### config.mk
export PLATFORM = sky130hd
export DESIGN_NAME = alu_operand_stage_flat
export DESIGN_NICKNAME = d
export VERILOG_FILES = /design/src/rtl/alu_operand_stage_if.sv /design/src/rtl/alu_operand_stage.sv /design/src/flat_wrapper.sv
export SDC_FILE = /design/constraint.sdc
export NUM_CORES = 1
export LEC_CHECK = 0
export CAP_MARGIN = 10
export CORE_UTILIZATION = 61
export DETAILED_ROUTE_END_ITERATION = 8
export PLACE_DENSITY = 0.8
export SYNTH_ARGS = -nofsm -noshare
export SYNTH_HDL_FRONTEND = slang
export SYNTH_SLANG_ARGS = --single-unit
export TNS_END_PERCENT = 30
### constraint.sdc
create_clock -name clk -period 2.7 [get_ports clk]
set_input_delay 0.54 -clock clk [delete_from_list [all_inputs] [get_ports clk]]
set_output_delay 0.54 -clock clk [all_outputs]
set_load 0.02 [all_outputs]
### src/rtl/alu_operand_stage_if.sv
// Bundle of issue-side, ALU-side and writeback signals for alu_operand_stage.
// slave  : seen from the operand stage itself.
// master : seen from the environment (fetch / ALU / writeback).
interface alu_operand_stage_if;
  logic        instr_valid;
  logic        instr_ready;
  logic [31:0] instr;
  logic        out_valid;
  logic        out_ready;
  logic [3:0]  ALUopsel;
  logic        MUXsel;
  logic [31:0] operandA;
  logic [31:0] operandB;
  logic [3:0]  dest;
  logic        wb_en;
  logic [3:0]  wb_addr;
  logic [31:0] wb_data;

  modport slave (
    input  instr_valid, instr, out_ready, wb_en, wb_addr, wb_data,
    output instr_ready, out_valid, ALUopsel, MUXsel, operandA, operandB, dest
  );

  modport master (
    output instr_valid, instr, out_ready, wb_en, wb_addr, wb_data,
    input  instr_ready, out_valid, ALUopsel, MUXsel, operandA, operandB, dest
  );
endinterface

### src/rtl/alu_operand_stage.sv
// Issue stage in front of the ALU: decodes an instruction word, reads the
// register file (or extends the immediate), tracks busy destinations in a
// scoreboard and holds one registered operand bundle for the ALU.
// Optional macro ALU_WB_BYPASS_EN: forwards the in-flight writeback into the
// operand read and releases hazards on the register being written back.
module alu_operand_stage #(
  parameter int NREGS      = 16,
  parameter bit IMM_SIGNED = 1'b1
) (
  input  logic                clk,
  input  logic                reset,
  alu_operand_stage_if.slave  bus
);

  typedef enum logic {S_EMPTY, S_FULL} state_t;

  state_t             r_state;
  state_t             w_state_nxt;
  logic [NREGS-1:0]   r_busy;
  logic [31:0]        r_rf [NREGS];
  logic [3:0]         r_alu_op;
  logic               r_mux_sel;
  logic [31:0]        r_opa;
  logic [31:0]        r_opb;
  logic [3:0]         r_dest;

  // Instruction fields
  logic [3:0]  w_op;
  logic        w_mux;
  logic        w_imm_sel;
  logic [3:0]  w_rd;
  logic [3:0]  w_rs1;
  logic [3:0]  w_rs2;
  logic [15:0] w_imm16;
  logic        w_uses_b;
  logic        w_writes;
  logic        w_wb_act;
  logic        w_byp_rs1;
  logic        w_byp_rs2;
  logic        w_byp_rd;
  logic        w_hazard;
  logic        w_ready;
  logic        w_accept;
  logic [31:0] w_opa;
  logic [31:0] w_opb;

  function automatic logic [31:0] ext_imm(input logic [15:0] imm);
    if (IMM_SIGNED) ext_imm = {{16{imm[15]}}, imm};
    else            ext_imm = {16'b0, imm};
  endfunction

  assign w_op      = bus.instr[31:28];
  assign w_mux     = bus.instr[27];
  assign w_imm_sel = bus.instr[26];
  assign w_rd      = bus.instr[25:22];
  assign w_rs1     = bus.instr[21:18];
  assign w_rs2     = bus.instr[17:14];
  assign w_imm16   = bus.instr[15:0];

  assign w_uses_b  = !w_imm_sel;
  assign w_writes  = (w_op != 4'b0000) && (w_rd != 4'd0);
  // r0 writebacks are architecturally dropped, so they never count as activity
  assign w_wb_act  = bus.wb_en && (bus.wb_addr != 4'd0);

`ifdef ALU_WB_BYPASS_EN
  assign w_byp_rs1 = w_wb_act && (bus.wb_addr == w_rs1);
  assign w_byp_rs2 = w_wb_act && (bus.wb_addr == w_rs2);
  assign w_byp_rd  = w_wb_act && (bus.wb_addr == w_rd);
`else
  assign w_byp_rs1 = 1'b0;
  assign w_byp_rs2 = 1'b0;
  assign w_byp_rd  = 1'b0;
`endif

  // busy[0] can never be set, so r0 sources never stall
  assign w_hazard = (r_busy[w_rs1] && !w_byp_rs1)
                 || (w_uses_b && r_busy[w_rs2] && !w_byp_rs2)
                 || (w_writes && r_busy[w_rd]  && !w_byp_rd);

  assign w_ready  = ((r_state == S_EMPTY) || bus.out_ready) && !w_hazard;
  assign w_accept = bus.instr_valid && w_ready;

  assign w_opa = w_byp_rs1       ? bus.wb_data :
                 (w_rs1 == 4'd0) ? 32'd0       : r_rf[w_rs1];
  assign w_opb = w_imm_sel       ? ext_imm(w_imm16) :
                 w_byp_rs2       ? bus.wb_data      :
                 (w_rs2 == 4'd0) ? 32'd0            : r_rf[w_rs2];

  // Output slot state register
  always_ff @(posedge clk) begin
    if (reset) r_state <= S_EMPTY;
    else       r_state <= w_state_nxt;
  end

  // Slot next state: accept fills (or refills) it, a consume with no accept drains it
  always_comb begin
    w_state_nxt = r_state;
    case (r_state)
      S_EMPTY: if (w_accept) w_state_nxt = S_FULL;
      S_FULL:  if (w_accept) w_state_nxt = S_FULL;
               else if (bus.out_ready) w_state_nxt = S_EMPTY;
      default: w_state_nxt = S_EMPTY;
    endcase
  end

  // Operand bundle capture on accept; held otherwise
  always_ff @(posedge clk) begin
    if (reset) begin
      r_alu_op  <= 4'd0;
      r_mux_sel <= 1'b0;
      r_opa     <= 32'd0;
      r_opb     <= 32'd0;
      r_dest    <= 4'd0;
    end else if (w_accept) begin
      r_alu_op  <= w_op;
      r_mux_sel <= w_mux;
      r_opa     <= w_opa;
      r_opb     <= w_opb;
      r_dest    <= w_rd;
    end
  end

  // Scoreboard: writeback clears, a writing accept sets; set is ordered last so it wins
  always_ff @(posedge clk) begin
    if (reset) begin
      r_busy <= '0;
    end else begin
      if (w_wb_act)             r_busy[bus.wb_addr] <= 1'b0;
      if (w_accept && w_writes) r_busy[w_rd]        <= 1'b1;
    end
  end

  // Register file writeback
  always_ff @(posedge clk) begin
    if (reset) begin
      for (int i = 0; i < NREGS; i++) r_rf[i] <= 32'd0;
    end else if (w_wb_act) begin
      r_rf[bus.wb_addr] <= bus.wb_data;
    end
  end

  assign bus.instr_ready = w_ready;
  assign bus.out_valid   = (r_state == S_FULL);
  assign bus.ALUopsel    = r_alu_op;
  assign bus.MUXsel      = r_mux_sel;
  assign bus.operandA    = r_opa;
  assign bus.operandB    = r_opb;
  assign bus.dest        = r_dest;

endmodule

### src/flat_wrapper.sv
// flat-port wrapper written by rule: the top's interface ports become plain ports
module alu_operand_stage_flat 
#(
  parameter int NREGS      = 16,
  parameter bit IMM_SIGNED = 1'b1
)
  (clk, reset, bus_instr_valid, bus_instr, bus_out_ready, bus_wb_en, bus_wb_addr, bus_wb_data, bus_instr_ready, bus_out_valid, bus_ALUopsel, bus_MUXsel, bus_operandA, bus_operandB, bus_dest);
  alu_operand_stage_if bus_i ();
  input  logic clk;
  input  logic reset;
  input wire logic [$bits(bus_i.instr_valid)-1:0] bus_instr_valid;
  input wire logic [$bits(bus_i.instr)-1:0] bus_instr;
  input wire logic [$bits(bus_i.out_ready)-1:0] bus_out_ready;
  input wire logic [$bits(bus_i.wb_en)-1:0] bus_wb_en;
  input wire logic [$bits(bus_i.wb_addr)-1:0] bus_wb_addr;
  input wire logic [$bits(bus_i.wb_data)-1:0] bus_wb_data;
  output wire logic [$bits(bus_i.instr_ready)-1:0] bus_instr_ready;
  output wire logic [$bits(bus_i.out_valid)-1:0] bus_out_valid;
  output wire logic [$bits(bus_i.ALUopsel)-1:0] bus_ALUopsel;
  output wire logic [$bits(bus_i.MUXsel)-1:0] bus_MUXsel;
  output wire logic [$bits(bus_i.operandA)-1:0] bus_operandA;
  output wire logic [$bits(bus_i.operandB)-1:0] bus_operandB;
  output wire logic [$bits(bus_i.dest)-1:0] bus_dest;
  assign bus_i.instr_valid = bus_instr_valid;
  assign bus_i.instr = bus_instr;
  assign bus_i.out_ready = bus_out_ready;
  assign bus_i.wb_en = bus_wb_en;
  assign bus_i.wb_addr = bus_wb_addr;
  assign bus_i.wb_data = bus_wb_data;
  assign bus_instr_ready = bus_i.instr_ready;
  assign bus_out_valid = bus_i.out_valid;
  assign bus_ALUopsel = bus_i.ALUopsel;
  assign bus_MUXsel = bus_i.MUXsel;
  assign bus_operandA = bus_i.operandA;
  assign bus_operandB = bus_i.operandB;
  assign bus_dest = bus_i.dest;
  alu_operand_stage #(.NREGS(NREGS), .IMM_SIGNED(IMM_SIGNED)) u_core (.clk(clk), .reset(reset), .bus(bus_i));
endmodule
Word level (Yosys, flattened, before mapping):

Memories as Yosys holds them, arrays and structs flattened.
Cells that the tools add are included.

* bits of input ports: 73
* register bits: 90
* bits in writable memories: 512
* memories: 1

Memories
* u_core.r_rf: words 16, width 32, read ports 2, clocked after Yosys merged registers in 0, write ports 16, line alu_operand_stage.sv:20 `logic [31:0] r_rf [NREGS];`

* mux-type cells: 28
* order comparisons: 6
* bitwise operators: 4
* reduce and logical (&&, ||, !) cells: 20

Operators with widths (number)
* 32-bit 2-to-1 mux: 4
* 16-bit 2-to-1 mux: 3
* 32-bit OR reduction: 1
* 4-bit by 5-bit < comparator with 1-bit output (second input constant): 4
* 16-bit bitwise AND: 1
* 16-bit inverter: 1
* 16-bit OR: 1
* 1-bit 2-to-1 mux: 14
* 1-bit binary-select mux with 4-bit select: 3
* 4-bit nonzero test: 3
* 1-bit logical AND: 9
* 1-bit demux with 4-bit select: 2
* 4-bit by 1-bit >= comparator with 1-bit output (second input constant): 2
* 4-bit logical NOT: 2
* 4-bit 2-to-1 mux: 1
* 1-bit logical OR: 3
* 1-bit logical NOT: 2
* 1-bit case mux with 2 select lines: 1
* 1-bit inverter: 1

Depth between registers and ports, before layout:

* word-level depth: 10
* gate-level depth with buffers: 10
* depth with buffers taken out: 6

Worst setup path after synthesis:

Ideal clock, no wire load.

* kind: in2out
* start point: in bus_instr[18]
* end point: out bus_instr_ready
* data arrival time: 2.273 ns
* slack: -0.113 ns
* stages on the path: 6
* required time: 2.160 ns
* buffers on the path: 2
* path through: buf_2 mux4_2 a311oi_2 nand4_2 clkbuf_1 nor2_1

* cells in the longest elaborated chain, start to end: 6

RTL lines
* start, declared: line flat_wrapper.sv:12 `input wire logic [$bits(bus_i.instr)-1:0] bus_instr;`
* 1-bit binary-select mux with 4-bit select: line alu_operand_stage.sv:76 `assign w_hazard = (r_busy[w_rs1] && !w_byp_rs1)`
* 1-bit 2-to-1 mux (not written as such): line alu_operand_stage.sv:76
* 1-bit logical OR: line alu_operand_stage.sv:77 `|| (w_uses_b && r_busy[w_rs2] && !w_byp_rs2)`
* 1-bit logical OR: line alu_operand_stage.sv:78 `|| (w_writes && r_busy[w_rd] && !w_byp_rd);`
* 1-bit logical NOT: line alu_operand_stage.sv:80 `assign w_ready = ((r_state == S_EMPTY) || bus.out_ready) && !w_hazard;`
* 1-bit logical AND: line alu_operand_stage.sv:80
* end, declared: line flat_wrapper.sv:17 `output wire logic [$bits(bus_i.instr_ready)-1:0] bus_instr_ready;`

No other way between the ends. The select of a mux whose other input is x is not followed.

Final worst setup path:

* start point: in bus_instr[24]
* end point: out bus_instr_ready

* cells in the longest elaborated chain, start to end: 6
* elaborated cells on any way between the ends: 8
* those cells by class: mux: 2; reduce/logical: 6

RTL lines (line)
* 1-bit binary-select mux with 4-bit select / 4-bit nonzero test (equally long branches): alu_operand_stage.sv:78, alu_operand_stage.sv:61
* 1-bit 2-to-1 mux (not written as such) / 1-bit logical AND (equally long branches): alu_operand_stage.sv:78, alu_operand_stage.sv:61
* 1-bit logical AND *: alu_operand_stage.sv:78
* 1-bit logical OR *: alu_operand_stage.sv:78
* 1-bit logical NOT *: alu_operand_stage.sv:80
* 1-bit logical AND *: alu_operand_stage.sv:80

Mark *: on every way between the ends. The rest lies on a longest branch, timed or not. The select of a mux whose other input is x is not followed.

==> impl_metrics.tcl <==
set metrics [dict create \
    path_clk_slew_ns 0.06 \
    critPathCaptureType "primary output" \
    dp_hpwl_um 58580 \
    use_met2 0.5851 \
    fin_ws_ns 0.002216 \
    grtUsageMet1 0.5011 \
    layout_common_cells "512 x edfxtp_1, 484 x and2_1, 214 x mux4_2" \
    wl_per_cell_um 29.85 \
    first_global_vias 22070 \
    drt_iter0_drc 2931 \
    ys_warn_count 0 \
    finalMaxSlewViolations 0 \
    ff2ff_setup_slack_ns 0.12 \
    pin_count 148 \
    vias 21710 \
    dpl.cell_count 3071 \
    start_kind "input pin" \
    busiest_layer "met2" \
    rsz0062_at_grt "yes" \
    max-cap-violations 0 \
    grtUsageMet3 0.09825 \
    slew_headroom 0.3309 \
    cts-root-buf "clkbuf_16" \
    worstSetupPathType "input pin to primary output" \
    cts_tree "yes" \
    die-area_mm2 0.05187 \
    core_area_mm2 0.05017 \
    grt_start_max_net_pins 99 \
    h-tree-depth 3 \
    port_buffers 147 \
    seq_area_frac_synth 0.5526 \
    clock_sinks 602 \
    dpl_cell_area_mm2 0.03461 \
    synth-edff-count 512 \
    final_cells 3194 \
    clockBufferDepth 3 \
    synth_area_mm2 0.03108 \
    grt_pass1_wl_um 142600 \
    start_util 0.6196 \
    final_common_cell "edfxtp_1" \
    fmax_mhz 370.7 \
    nets 2540 \
    status "complete, no violations" \
    clock_skew_ns 0.02408 \
    final_hold_viol_count 0 \
    vias_per_cell 6.798 \
    setup_viol 0 \
    drive_gt1_frac 0.2373 \
    gp_congestion 0.9156 \
    fin_tns_setup_ns 0 \
    ir_drop_v 0.0004102 \
    pre_cts_slack_ns -0.6516 \
    ant_nets 0 \
    grt_usage 0.3728 \
    ys.flop_type "edfxtp_1" \
    fin_crit_sh 0.9992 \
    antenna_found_initial 11 \
    tightest_slew_ns 1.004 \
    drt_pass1_iterations 5 \
    synth_seq_cells 602 \
    synth_async_sr_flop_share 0 \
    cp_max_fo 6 \
    synth_cell_types 57 \
    drc 0 \
    min_path_type "input pin to flip-flop" \
    grt.overflow.total 0 \
    fp-row-count 82 \
    synth_cells 2274 \
    cp.arrival_ns 2.16 \
    fin_area_mm2 0.03677 \
    postSynthAreaPerCell_um2 13.67 \
    fin_crit_ns 2.698 \
    routed_wl_um 95330 \
    syn_to_final_growth_pct 18.30 \
    required_ns 2.16 \
    die_w_um 227.7 \
    leakage_nw 13.05 \
    power_density_mw_per_mm2 625.8 \
    clkLatencyLatePin_ns 0.61 \
    cts_inserted_buffers 66 \
    die_y_um 227.7 \
]
==> metal layers <==
| metal | share of wire | up-vias |
|---|---|---|
| met5 | 0.00067 | - |
| met4 | 0.034 | 10 |
| met3 | 0.13 | 263 |
| met2 | 0.47 | 1708 |
| met1 | 0.36 | 10750 |
| li1 | - | 8985 |
==> cells in the mapped netlist (all sizes together) (6+ instances only) <==
master	count	area share
a31oi	16	0.0032
a21oi	57	0.0092
a2111oi	15	0.0042
and2	484	0.097
nor2b	40	0.0081
a22oi	15	0.0036
dfxtp	90	0.058
a311oi	16	0.0047
mux4	214	0.16
nand3b	16	0.0039
mux2i	102	0.033
clkbuf	166	0.020
inv	33	0.0040
nor2	25	0.0031
a221oi	30	0.0085
a32o	6	0.0019
nor3	8	0.0013
mux2	54	0.020
nand2	49	0.0059
edfxtp	512	0.49
buf	60	0.0097
o21ai	122	0.020
o211ai	33	0.0080
or2	15	0.0030
nand2b	23	0.0046
nand3	30	0.0048
==> critical path, stage by stage <==
cell	delay [ns]
clkdlybuf4s50_1	0.52
buf_4	0.17
nor2b_1	0.09
a2111oi_2	0.42
o21ai_2	0.14
nand4_4	0.12
nor2_4	0.04
buf_6	0.12
==> stage by stage <==
stage,power (W),hold slack [ns],utilization
CTS,0.02296,0.3202,0.7323
global placement,0.01417,0.4533,0.6898
global route,0.02360,0.3337,0.7329
finish,0.02301,0.3358,0.7330
floorplan,0.01288,0.4418,-
detailed placement,0.01428,0.4631,0.6898
==> where the power goes <==
group	internal [W]	total [W]	switching, W
sequential	0.0107	0.0110	0.000339
clock	0.00517	0.00881	0.00364
combinational	0.00145	0.00318	0.00173
total	0.0173	0.0230	0.00571
==> flip-flops by register name (all words and copies together) (netlist names) <==
name                  count
u_core.bus.operandA      32
u_core.r_rf             512
u_core.r_busy            16
u_core.bus.out_valid      1
u_core.bus.operandB      32
u_core.bus.dest           4
u_core.bus.ALUopsel       4
u_core.bus.MUXsel         1
==> cell type report <==
cell class,instances,area [µm²]
Fill cell,3122,13400
Clock buffer,108,2001
Clock inverter,13,92.59
Tap cell,672,840.8
Timing Repair Buffer,320,3422
Sequential cell,602,17190
Multi-Input combinational cell,1444,13100
Inverter,33,123.9
Antenna cell,2,5.005
==> kinds of logic after synthesis <==
logic type,synth area share
other,0.0001206
buffers and inverters,0.03381
AOI/OAI and AO/OA,0.06899
DFF,0.5526
muxes,0.2075
and+or+nand+nor,0.1371
==> timing repair <==
action,4_1_cts,5_1_grt
buffers inserted,0,0
endpoints found under the setup margin,7,1
hold buffers,0,0
resized for setup,22,6
gates cloned,0,0
pin swaps,4,0
==> final timing paths <==
check	start	to	cells past startpoint
worst max register to register	u_core.r_busy[1]	u_core.bus.operandB[3]	9
worst min-delay path	reset	u_core.r_rf[0][20]	1
worst min register to register	u_core.bus.operandB[18]	u_core.bus.operandB[18]	2
worst max-delay path	bus_instr[24]	bus_instr_ready	8
Note: power is estimated with default switching activity, not from simulation.
